**config.mk**
```make
export PLATFORM = sky130hd
export DESIGN_NAME = mc_seq_ctrl_flat
export DESIGN_NICKNAME = d
export VERILOG_FILES = /design/src/rtl/mc_seq_ctrl_if.sv /design/src/rtl/mc_seq_ctrl.sv /design/src/flat_wrapper.sv
export SDC_FILE = /design/constraint.sdc
export NUM_CORES = 1
export LEC_CHECK = 0
export BUFFER_PORTS_ARGS = -buffer_cell sky130_fd_sc_hd__buf_2
export CAP_MARGIN = 20
export CORE_MARGIN = 10
export CORE_UTILIZATION = 53
export DETAILED_ROUTE_END_ITERATION = 10
export HOLD_SLACK_MARGIN = 0.05
export PLACE_DENSITY = 0.88
export SYNTH_ARGS = -nofsm -noshare
export SYNTH_HDL_FRONTEND = slang
export SYNTH_SLANG_ARGS = --single-unit
```
**constraint.sdc**
```tcl
create_clock -name clk -period 2.4 [get_ports clk]
set_input_delay 0.12 -clock clk [delete_from_list [all_inputs] [get_ports clk]]
set_output_delay 0.12 -clock clk [all_outputs]
set_load 0.02 [all_outputs]
```
**src/rtl/mc_seq_ctrl_if.sv**
```systemverilog
// Control bundle between the multi-cycle sequencer and the datapath.
// Carries decode fields, memory handshakes, datapath controls and counters.
interface mc_seq_ctrl_if #(
    parameter int CNT_W = 32
);
    logic [5:0]       opcode;
    logic [10:0]      func;
    logic             equal;
    logic             imem_ready;
    logic             dmem_ready;
    logic             imem_req;
    logic             dmem_req;
    logic             dmem_we;
    logic             pc_en;
    logic             pc_sel;
    logic             ir_en;
    logic             rf_we;
    logic             wb_sel_rt;
    logic             wb_mem_sel;
    logic             alu_a_sel;
    logic             alu_b_sel;
    logic [10:0]      alu_op;
    logic [2:0]       state;
    logic             err;
    logic [CNT_W-1:0] retired;
    logic [CNT_W-1:0] stall_cycles;

    modport master (
        input  opcode, func, equal, imem_ready, dmem_ready,
        output imem_req, dmem_req, dmem_we, pc_en, pc_sel,
        output ir_en, rf_we, wb_sel_rt, wb_mem_sel,
        output alu_a_sel, alu_b_sel, alu_op,
        output state, err, retired, stall_cycles
    );

    modport slave (
        output opcode, func, equal, imem_ready, dmem_ready,
        input  imem_req, dmem_req, dmem_we, pc_en, pc_sel,
        input  ir_en, rf_we, wb_sel_rt, wb_mem_sel,
        input  alu_a_sel, alu_b_sel, alu_op,
        input  state, err, retired, stall_cycles
    );
endinterface

```
**src/rtl/mc_seq_ctrl.sv**
```systemverilog
// Multi-cycle IF/ID/EX/MEM/WB control sequencer with memory handshakes,
// per-request wait timeout and saturating retire/stall counters.
module mc_seq_ctrl #(
    parameter int DW      = 32,
    parameter int CNT_W   = 32,
    parameter int TIMEOUT = 255
) (
    input logic         clk,
    input logic         rst,
    mc_seq_ctrl_if.master bus
);
    localparam int WC_W = $clog2(TIMEOUT + 1);
    localparam logic [WC_W-1:0] WC_LIM = WC_W'(TIMEOUT - 1);
    localparam logic [10:0] ALU_ADD = 11'h020;
    localparam logic [CNT_W-1:0] CNT_MAX = {CNT_W{1'b1}};

    // Datapath width and timeout must be positive; nothing else uses DW.
    if (DW < 1 || TIMEOUT < 1) begin : g_bad_param
    end

    typedef enum logic [2:0] {
        S_IF  = 3'd0,
        S_ID  = 3'd1,
        S_EX  = 3'd2,
        S_MEM = 3'd3,
        S_WB  = 3'd4,
        S_ERR = 3'd7
    } state_t;

    state_t           state_q, state_d;
    logic [WC_W-1:0]  wcnt_q;
    logic             err_q;
    logic [CNT_W-1:0] retired_q;
    logic [CNT_W-1:0] stall_q;

    logic is_r, is_lw, is_sw, is_beq, is_j, legal;
    logic retire, waiting;

    logic        imem_req, dmem_req, dmem_we;
    logic        pc_en, pc_sel, ir_en, rf_we;
    logic        wb_sel_rt, wb_mem_sel;
    logic        alu_a_sel, alu_b_sel;
    logic [10:0] alu_op;

    assign is_r   = (bus.opcode == 6'b000000);
    assign is_lw  = (bus.opcode == 6'b100011);
    assign is_sw  = (bus.opcode == 6'b101011);
    assign is_beq = (bus.opcode == 6'b000100);
    assign is_j   = (bus.opcode == 6'b000010);
    assign legal  = is_r | is_lw | is_sw | is_beq | is_j;

    // Next-state and control decode; every output defaults to inactive.
    always_comb begin
        state_d    = state_q;
        retire     = 1'b0;
        waiting    = 1'b0;
        imem_req   = 1'b0;
        dmem_req   = 1'b0;
        dmem_we    = 1'b0;
        pc_en      = 1'b0;
        pc_sel     = 1'b0;
        ir_en      = 1'b0;
        rf_we      = 1'b0;
        wb_sel_rt  = 1'b0;
        wb_mem_sel = 1'b0;
        alu_a_sel  = 1'b0;
        alu_b_sel  = 1'b0;
        alu_op     = 11'h000;
        case (state_q)
            S_IF: begin
                imem_req = 1'b1;
                if (bus.imem_ready) begin
                    ir_en   = 1'b1;
                    pc_en   = 1'b1;
                    state_d = S_ID;
                end else begin
                    waiting = 1'b1;
                    if (wcnt_q == WC_LIM) state_d = S_ERR;
                end
            end
            S_ID: begin
                state_d = legal ? S_EX : S_ERR;
            end
            S_EX: begin
                unique case (1'b1)
                    is_r: begin
                        alu_a_sel = 1'b1;
                        alu_op    = bus.func;
                        state_d   = S_WB;
                    end
                    is_lw, is_sw: begin
                        alu_a_sel = 1'b1;
                        alu_b_sel = 1'b1;
                        alu_op    = ALU_ADD;
                        state_d   = S_MEM;
                    end
                    is_beq, is_j: begin
                        alu_b_sel = 1'b1;
                        alu_op    = ALU_ADD;
                        pc_sel    = 1'b1;
                        pc_en     = is_j | bus.equal;
                        retire    = 1'b1;
                        state_d   = S_IF;
                    end
                    default: state_d = S_ERR;
                endcase
            end
            S_MEM: begin
                dmem_req = 1'b1;
                dmem_we  = is_sw;
                if (bus.dmem_ready) begin
                    if (is_sw) begin
                        retire  = 1'b1;
                        state_d = S_IF;
                    end else begin
                        state_d = S_WB;
                    end
                end else begin
                    waiting = 1'b1;
                    if (wcnt_q == WC_LIM) state_d = S_ERR;
                end
            end
            S_WB: begin
                rf_we      = 1'b1;
                wb_sel_rt  = is_lw;
                wb_mem_sel = is_lw;
                retire     = 1'b1;
                state_d    = S_IF;
            end
            S_ERR: begin
                state_d = S_ERR;
            end
            default: begin
                state_d = S_ERR;
            end
        endcase
    end

    // State, wait counter and sticky error flag.
    always_ff @(posedge clk or negedge rst) begin
        if (!rst) begin
            state_q <= S_IF;
            wcnt_q  <= '0;
            err_q   <= 1'b0;
        end else begin
            state_q <= state_d;
            if (state_d != state_q) begin
                wcnt_q <= '0;
            end else if (waiting) begin
                wcnt_q <= wcnt_q + WC_W'(1);
            end
            if (state_d == S_ERR) err_q <= 1'b1;
        end
    end

    // Saturating retire and memory-stall counters.
    always_ff @(posedge clk or negedge rst) begin
        if (!rst) begin
            retired_q <= '0;
            stall_q   <= '0;
        end else begin
            if (retire && retired_q != CNT_MAX) begin
                retired_q <= retired_q + CNT_W'(1);
            end
            if (waiting && stall_q != CNT_MAX) begin
                stall_q <= stall_q + CNT_W'(1);
            end
        end
    end

    assign bus.imem_req     = imem_req;
    assign bus.dmem_req     = dmem_req;
    assign bus.dmem_we      = dmem_we;
    assign bus.pc_en        = pc_en;
    assign bus.pc_sel       = pc_sel;
    assign bus.ir_en        = ir_en;
    assign bus.rf_we        = rf_we;
    assign bus.wb_sel_rt    = wb_sel_rt;
    assign bus.wb_mem_sel   = wb_mem_sel;
    assign bus.alu_a_sel    = alu_a_sel;
    assign bus.alu_b_sel    = alu_b_sel;
    assign bus.alu_op       = alu_op;
    assign bus.state        = state_q;
    assign bus.err          = err_q;
    assign bus.retired      = retired_q;
    assign bus.stall_cycles = stall_q;
endmodule

```
**src/flat_wrapper.sv**
```systemverilog
// flat-port wrapper written by rule: the top's interface ports become plain ports
module mc_seq_ctrl_flat 
#(
    parameter int DW      = 32,
    parameter int CNT_W   = 32,
    parameter int TIMEOUT = 255
)
  (clk, rst, bus_opcode, bus_func, bus_equal, bus_imem_ready, bus_dmem_ready, bus_imem_req, bus_dmem_req, bus_dmem_we, bus_pc_en, bus_pc_sel, bus_ir_en, bus_rf_we, bus_wb_sel_rt, bus_wb_mem_sel, bus_alu_a_sel, bus_alu_b_sel, bus_alu_op, bus_state, bus_err, bus_retired, bus_stall_cycles);
  mc_seq_ctrl_if #(.CNT_W(CNT_W)) bus_i ();
  input logic clk;
  input logic rst;
  input wire logic [$bits(bus_i.opcode)-1:0] bus_opcode;
  input wire logic [$bits(bus_i.func)-1:0] bus_func;
  input wire logic [$bits(bus_i.equal)-1:0] bus_equal;
  input wire logic [$bits(bus_i.imem_ready)-1:0] bus_imem_ready;
  input wire logic [$bits(bus_i.dmem_ready)-1:0] bus_dmem_ready;
  output wire logic [$bits(bus_i.imem_req)-1:0] bus_imem_req;
  output wire logic [$bits(bus_i.dmem_req)-1:0] bus_dmem_req;
  output wire logic [$bits(bus_i.dmem_we)-1:0] bus_dmem_we;
  output wire logic [$bits(bus_i.pc_en)-1:0] bus_pc_en;
  output wire logic [$bits(bus_i.pc_sel)-1:0] bus_pc_sel;
  output wire logic [$bits(bus_i.ir_en)-1:0] bus_ir_en;
  output wire logic [$bits(bus_i.rf_we)-1:0] bus_rf_we;
  output wire logic [$bits(bus_i.wb_sel_rt)-1:0] bus_wb_sel_rt;
  output wire logic [$bits(bus_i.wb_mem_sel)-1:0] bus_wb_mem_sel;
  output wire logic [$bits(bus_i.alu_a_sel)-1:0] bus_alu_a_sel;
  output wire logic [$bits(bus_i.alu_b_sel)-1:0] bus_alu_b_sel;
  output wire logic [$bits(bus_i.alu_op)-1:0] bus_alu_op;
  output wire logic [$bits(bus_i.state)-1:0] bus_state;
  output wire logic [$bits(bus_i.err)-1:0] bus_err;
  output wire logic [$bits(bus_i.retired)-1:0] bus_retired;
  output wire logic [$bits(bus_i.stall_cycles)-1:0] bus_stall_cycles;
  assign bus_i.opcode = bus_opcode;
  assign bus_i.func = bus_func;
  assign bus_i.equal = bus_equal;
  assign bus_i.imem_ready = bus_imem_ready;
  assign bus_i.dmem_ready = bus_dmem_ready;
  assign bus_imem_req = bus_i.imem_req;
  assign bus_dmem_req = bus_i.dmem_req;
  assign bus_dmem_we = bus_i.dmem_we;
  assign bus_pc_en = bus_i.pc_en;
  assign bus_pc_sel = bus_i.pc_sel;
  assign bus_ir_en = bus_i.ir_en;
  assign bus_rf_we = bus_i.rf_we;
  assign bus_wb_sel_rt = bus_i.wb_sel_rt;
  assign bus_wb_mem_sel = bus_i.wb_mem_sel;
  assign bus_alu_a_sel = bus_i.alu_a_sel;
  assign bus_alu_b_sel = bus_i.alu_b_sel;
  assign bus_alu_op = bus_i.alu_op;
  assign bus_state = bus_i.state;
  assign bus_err = bus_i.err;
  assign bus_retired = bus_i.retired;
  assign bus_stall_cycles = bus_i.stall_cycles;
  mc_seq_ctrl #(.DW(DW), .CNT_W(CNT_W), .TIMEOUT(TIMEOUT)) u_core (.clk(clk), .rst(rst), .bus(bus_i));
endmodule
```
# After elaboration in Yosys (flattened, before gate mapping)
# Index checks and enable logic that the tools add are counted.
# classes
addsub	3
multipliers	0
div	0
order_cmp	0
eq_ne	13
shifts	0
mux	32
bitwise	5
reduce_logical	9
# ops
op	n
32-bit by 1-bit adder with 32-bit output, second input constant	2
32-bit != test, second input constant	2
11-bit case mux with 2 select lines	1
1-bit two-way mux	18
8-bit two-way mux	2
3-bit two-way mux	5
3-bit case mux with 5 select lines	1
6-bit equality test, second input constant	2
11-bit two-way mux	1
3-bit case mux with 3 select lines	1
8-bit by 1-bit adder with 8-bit output, second input constant	1
8-bit equality test, second input constant	1
3-bit by 2-bit equality test with 1-bit output, second input constant	2
3-bit equality test, second input constant	2
6-bit by 2-bit equality test with 1-bit output, second input constant	1
6-bit by 3-bit equality test with 1-bit output, second input constant	1
6-bit zero test	1
1-bit OR	5
1-bit case mux with 2 select lines	2
2-bit OR reduction	2
4-bit OR reduction	1
3-bit by 1-bit equality test with 1-bit output, second input constant	1
3-bit zero test	1
3-bit != test	1
other kinds (4)	5
# totals
ff_bits	76
latchBits	0
ramBits	0
rom_bits	0
inputBits	22
memories	0

# Depth between registers and ports, before layout
# depth
word_depth	9
mapped_depth	8
mapped_depth_nobuf	8

# Worst setup path before layout
# Ideal clock, no wire load.
# synth_path
path_kind	reg2reg
startpoint	reg u_core.state_q[0] (netlist: u_core.bus.state[0])
endpoint	reg u_core.retired_q[9] (netlist: u_core.bus.retired[9])
setup_time_ns	0.131
arrival_time_ns	2.166
required_time_ns	2.269
slack_ns	0.103
stages_incl_launch_ff	8
path_buffers	1
synth_period_minus_slack_ns	2.297
path_cell_list	dfrtp_1 -> or3b_1 -> nor3_4 -> a211oi_2 -> a31oi_2 -> buf_4 -> nand4_1 -> xnor2_1
# synth_between
elab_chain_len	3
# synth_rtl
element	line	rtl
from (decl)	mc_seq_ctrl.sv:30	state_t state_q, state_d;
from (signal assigned)	mc_seq_ctrl.sv:146	state_q <= state_d;
3-bit equality test or 3-bit by 2-bit equality test with 1-bit output (tied branches)	mc_seq_ctrl.sv:69	case (state_q)
1-bit case mux with 3 select lines *	mc_seq_ctrl.sv:69	
1-bit logical AND *	mc_seq_ctrl.sv:162	if (retire && retired_q != CNT_MAX) begin
to (signal assigned)	mc_seq_ctrl.sv:163	retired_q <= retired_q + CNT_W'(1);
to (decl)	mc_seq_ctrl.sv:33	logic [CNT_W-1:0] retired_q;
# Every way passes the cells marked *; elsewhere a longest branch is shown, timed or not.
# A chain may end at the register's enable or synchronous reset.

# Worst setup path in the final report
# layout_path
startpoint	reg u_core.state_q[2] (netlist: u_core.bus.state[2])
endpoint	reg u_core.retired_q[19] (netlist: u_core.bus.retired[19])
# Same word-level chain as after synthesis.

==> key figures <==
Die
  – Initial Utilization: 0.549
  – Chip Width: ~110 um
  – Total core area: between 7000 and 8000 um^2
  – Row cnt: 31
  – IO Pins: 112
  – Die Area: 11500 um^2
  – Die Y: approximately 110 um

Synth
  – Register bit total from synthesis: 76
  – FFs w/ async S/R, synth: 1.00
  – Post-synth EDFFs: 0
  – Synth Area per Inst: approximately 10 um^2
  – Seq/Total Area, Yosys: 0.472
  – Synth Flop Type: dfrtp_1
  – Yosys warns: 0
  – Mapped Cells: roughly 400
  – Netlist cell types: 53
  – Post-synthesis net count: about 430
  – Synth Cell Area: slightly above 4000 um^2

Critical path
  – FF-to-FF setup slack: about 160 ps
  – Nature of the critical path endpoint: flip-flop
  – R2R cell count: 7
  – WP data arrival: ~2500 ps
  – Crit Path Max Fanout: 8
  – Worst EP required: between 2000 and 3000 ps
  – WS Path Type: reg2reg
  – Setup crit start kind: flip-flop
  – Max incr delay on CP: approximately 470 ps
  – Worst path cell trace: or3b_1 > nor3_4 > a211oi_2 > buf_4 > nor3_1 > nand3_1 > xnor2_1
  – R2R Path End: u_core.bus.retired[19]$_DFFE_PN0P_
  – R2R Path Start: u_core.bus.state[2]$_DFF_PN0_
  – Slowest cell on crit path: or3b_1

Place
  – Pre-CTS WS: between 80 and 90 ps
  – Detailed placement HPWL: between 8000 and 9000 um
  – Buffers added on ports: 111
  – Placed Cells incl. Taps: just over 600
  – Routability cong.: approximately 0.87
  – Placed inst area: 4770 um^2

Routing
  – Via Count: approximately 3600
  – Drt first pass iters: 5
  – Initial DRC count: approximately 200
  – Routed wire length per instance: between 15 and 20 um
  – Detail-routed via count per cell: between 5 and 6
  – ANT nets after route: 0
  – Post-Route WL: 10800 um
  – # DRC: 0

CTS
  – Clk root buf: clkbuf_8
  – Clock latency on the worst-skew pair: roughly 350 ps
  – TritonCTS Sinks: 76
  – H-tree depth: 3
  – Clock buffer depth: 2
  – Clock Pin Slew Worst Setup and Hold Paths: ~70 ps
  – CTS tree: done
  – Num CTS Buffers: 9
  – Postcts setup bufs: 0

GRT
  – Number of global-route vias before repair: between 3000 and 4000
  – First-pass GRT wire length: around 18000 um
  – Gr usage total: 0.187
  – Grt total ovfl: 0
  – Initial antenna violation count: 0
  – Largest net degree at the start of global routing: 52

Layout
  – Non-Filler Instances: about 630
  – Final Cell Area: 5000 um^2
  – Nets: approximately 560
  – Layout cells sized above 1: 0.283
  – Synth-to-Final Area Change: 24.1%
  – Util after Layout: 0.682
  – Filler cell count in the final layout: 541
  – Diodes inserted: 0

Worst hold path
  – Hold WC Path Type: in2reg
  – Sink of the worst hold path: u_core.bus.state[2]$_DFF_PN0_
  – Hold Startpoint: bus_opcode[4]
  – Hold depth: 3

STA
  – Fin. Hold Viols: 0
  – Final Worst Setup Slack: ~160 ps
  – Worst hold slack: ~290 ps
  – Rel. slew slack: 0.612
  – Unrepaired setup endpoints after global routing: no
  – Final worst path period need: ~2200 ps
  – Setup TNS: 0 ps
  – Slew @ Worst Pin: between 500 and 600 ps
  – Slew Limit Fails: 0
  – Part of the cycle the worst path needs: 0.935
  – Peak Freq: 445 MHz
  – Clock skew: 13.5 ps
  – Final setup fails: 0

Power
  – Pwr/cell area: roughly 540 nW/um^2
  – Leak: approximately 2.5 nW
  – Peak supply drop: between 0.3 and 0.4 mV
  – Pwr Total: 2.72 mW

Outcome
  – Status: finished clean

Run
  – Max cap viols: 0
-- worst max-delay path: cells and delay by family, from the launching register on --
| family | cells | cell delay (ps) |
|---|---|---|
| AO/OA/AOI/OAI | 1 | 110 |
| XOR/XNOR | 1 | 150 |
| buffers and inverters | 1 | 200 |
| flip-flops | 1 | 400 |
| AND/OR/NAND/NOR | 4 | 1270 |
-- registers in the layout (all words and copies together), names as in the netlist --
signal                   flops
u_core.bus.err               1
u_core.bus.retired          32
u_core.bus.stall_cycles     32
u_core.bus.state             3
u_core.wcnt_q                8
-- area by class of cell --
class	count	area, um^2	area share
Multi-Input combinational cell	306	2060	0.412
Timing Repair Buffer	126	683	0.137
Clock inverter	6	62.6	0.0125
Clock buffer	10	128	0.0255
Tap cell	99	124	0.0248
Sequential cell	76	1900	0.381
Inverter	10	37.5	0.00751
-- logic make-up (layout without fill, tap and decap cells) --
group | after synthesis | count (layout) | synth area share
compound gates | 39 | 39 | 0.0706
xor+xnor | 67 | 67 | 0.146
fa+ha+maj | 4 | 4 | 0.0124
buf+inv | 21 | 152 | 0.0214
flops | 76 | 76 | 0.472
mux | 4 | 4 | 0.0106
simple gates | 192 | 192 | 0.267
-- worst max-delay path by stage --
stage                                            from                                      end  slack, ps  cells past startpoint
2_1_floorplan           u_core.bus.state[0]$_DFF_PN0_        u_core.bus.retired[9]$_DFFE_PN0P_        100                      7
3_3_place_gp   u_core.bus.stall_cycles[0]$_DFFE_PN0P_  u_core.bus.stall_cycles[17]$_DFFE_PN0P_        200                      7
3_5_place_dp   u_core.bus.stall_cycles[0]$_DFFE_PN0P_   u_core.bus.stall_cycles[9]$_DFFE_PN0P_         90                      7
4_1_cts        u_core.bus.stall_cycles[0]$_DFFE_PN0P_   u_core.bus.stall_cycles[9]$_DFFE_PN0P_         70                      7
5_1_grt        u_core.bus.stall_cycles[0]$_DFFE_PN0P_  u_core.bus.stall_cycles[13]$_DFFE_PN0P_         30                      7
6_report                u_core.bus.state[2]$_DFF_PN0_       u_core.bus.retired[19]$_DFFE_PN0P_        160                      7
-- power by group --
group,total (mW),internal [mW],switching (mW)
combinational,0.338,0.129,0.209
clock,0.960,0.481,0.479
sequential,1.42,1.33,0.0848
-- cells in the final DEF (no fill, tap or decap), drive strengths merged, types with 5 or more instances in the layout --
master,count
a21oi,6
and2,15
and3,13
and4,9
buf,125
clkbuf,10
dfrtp,76
inv,11
nand2,33
nand3,29
nand4,25
nor2,26
nor2b,6
nor3,20
nor4,5
o21ai,6
xnor2,48
xor2,19
-- Yosys cell counts (3+ instances only) --
cell       n  share of area
o31ai_1    3         0.0056
inv_1     10         0.0093
xnor2_1   48           0.10
xor2_1    19          0.041
nand2_1   33          0.031
clkbuf_1   8         0.0075
o21a_1     4         0.0075
o21ai_0    5         0.0062
nor3_1    17          0.021
and4_1     9          0.020
nand4_1   24          0.037
nand3_1   29          0.036
nor2b_1    6         0.0093
and3_1    13          0.020
dfrtp_1   76           0.47
ha_1       4          0.012
a21o_1     4         0.0075
a21oi_1    6         0.0075
nor2_1    26          0.024
and2_1    15          0.023
nor4_1     4         0.0062
-- timing repair --
action,in CTS,in global routing
hold endpoints to repair,25,0
gates resized for setup,0,4
hold buffers,1,0
setup endpoints to repair,0,10
-- per-layer routing --
| layer | wire, um | global-route usage | share of wire | up-vias |
|---|---|---|---|---|
| met1 | 4700 | 0.230 | 0.44 | 1751 |
| met2 | 5040 | 0.300 | 0.47 | 144 |
| li1 | - | - | - | 1689 |
| met5 | 0 | 0 | 0 | - |
| met3 | 853 | 0.0551 | 0.079 | 19 |
| met4 | 174 | 0.0783 | 0.016 | 0 |
No activity file was read; power rests on OpenSTA's default activity.
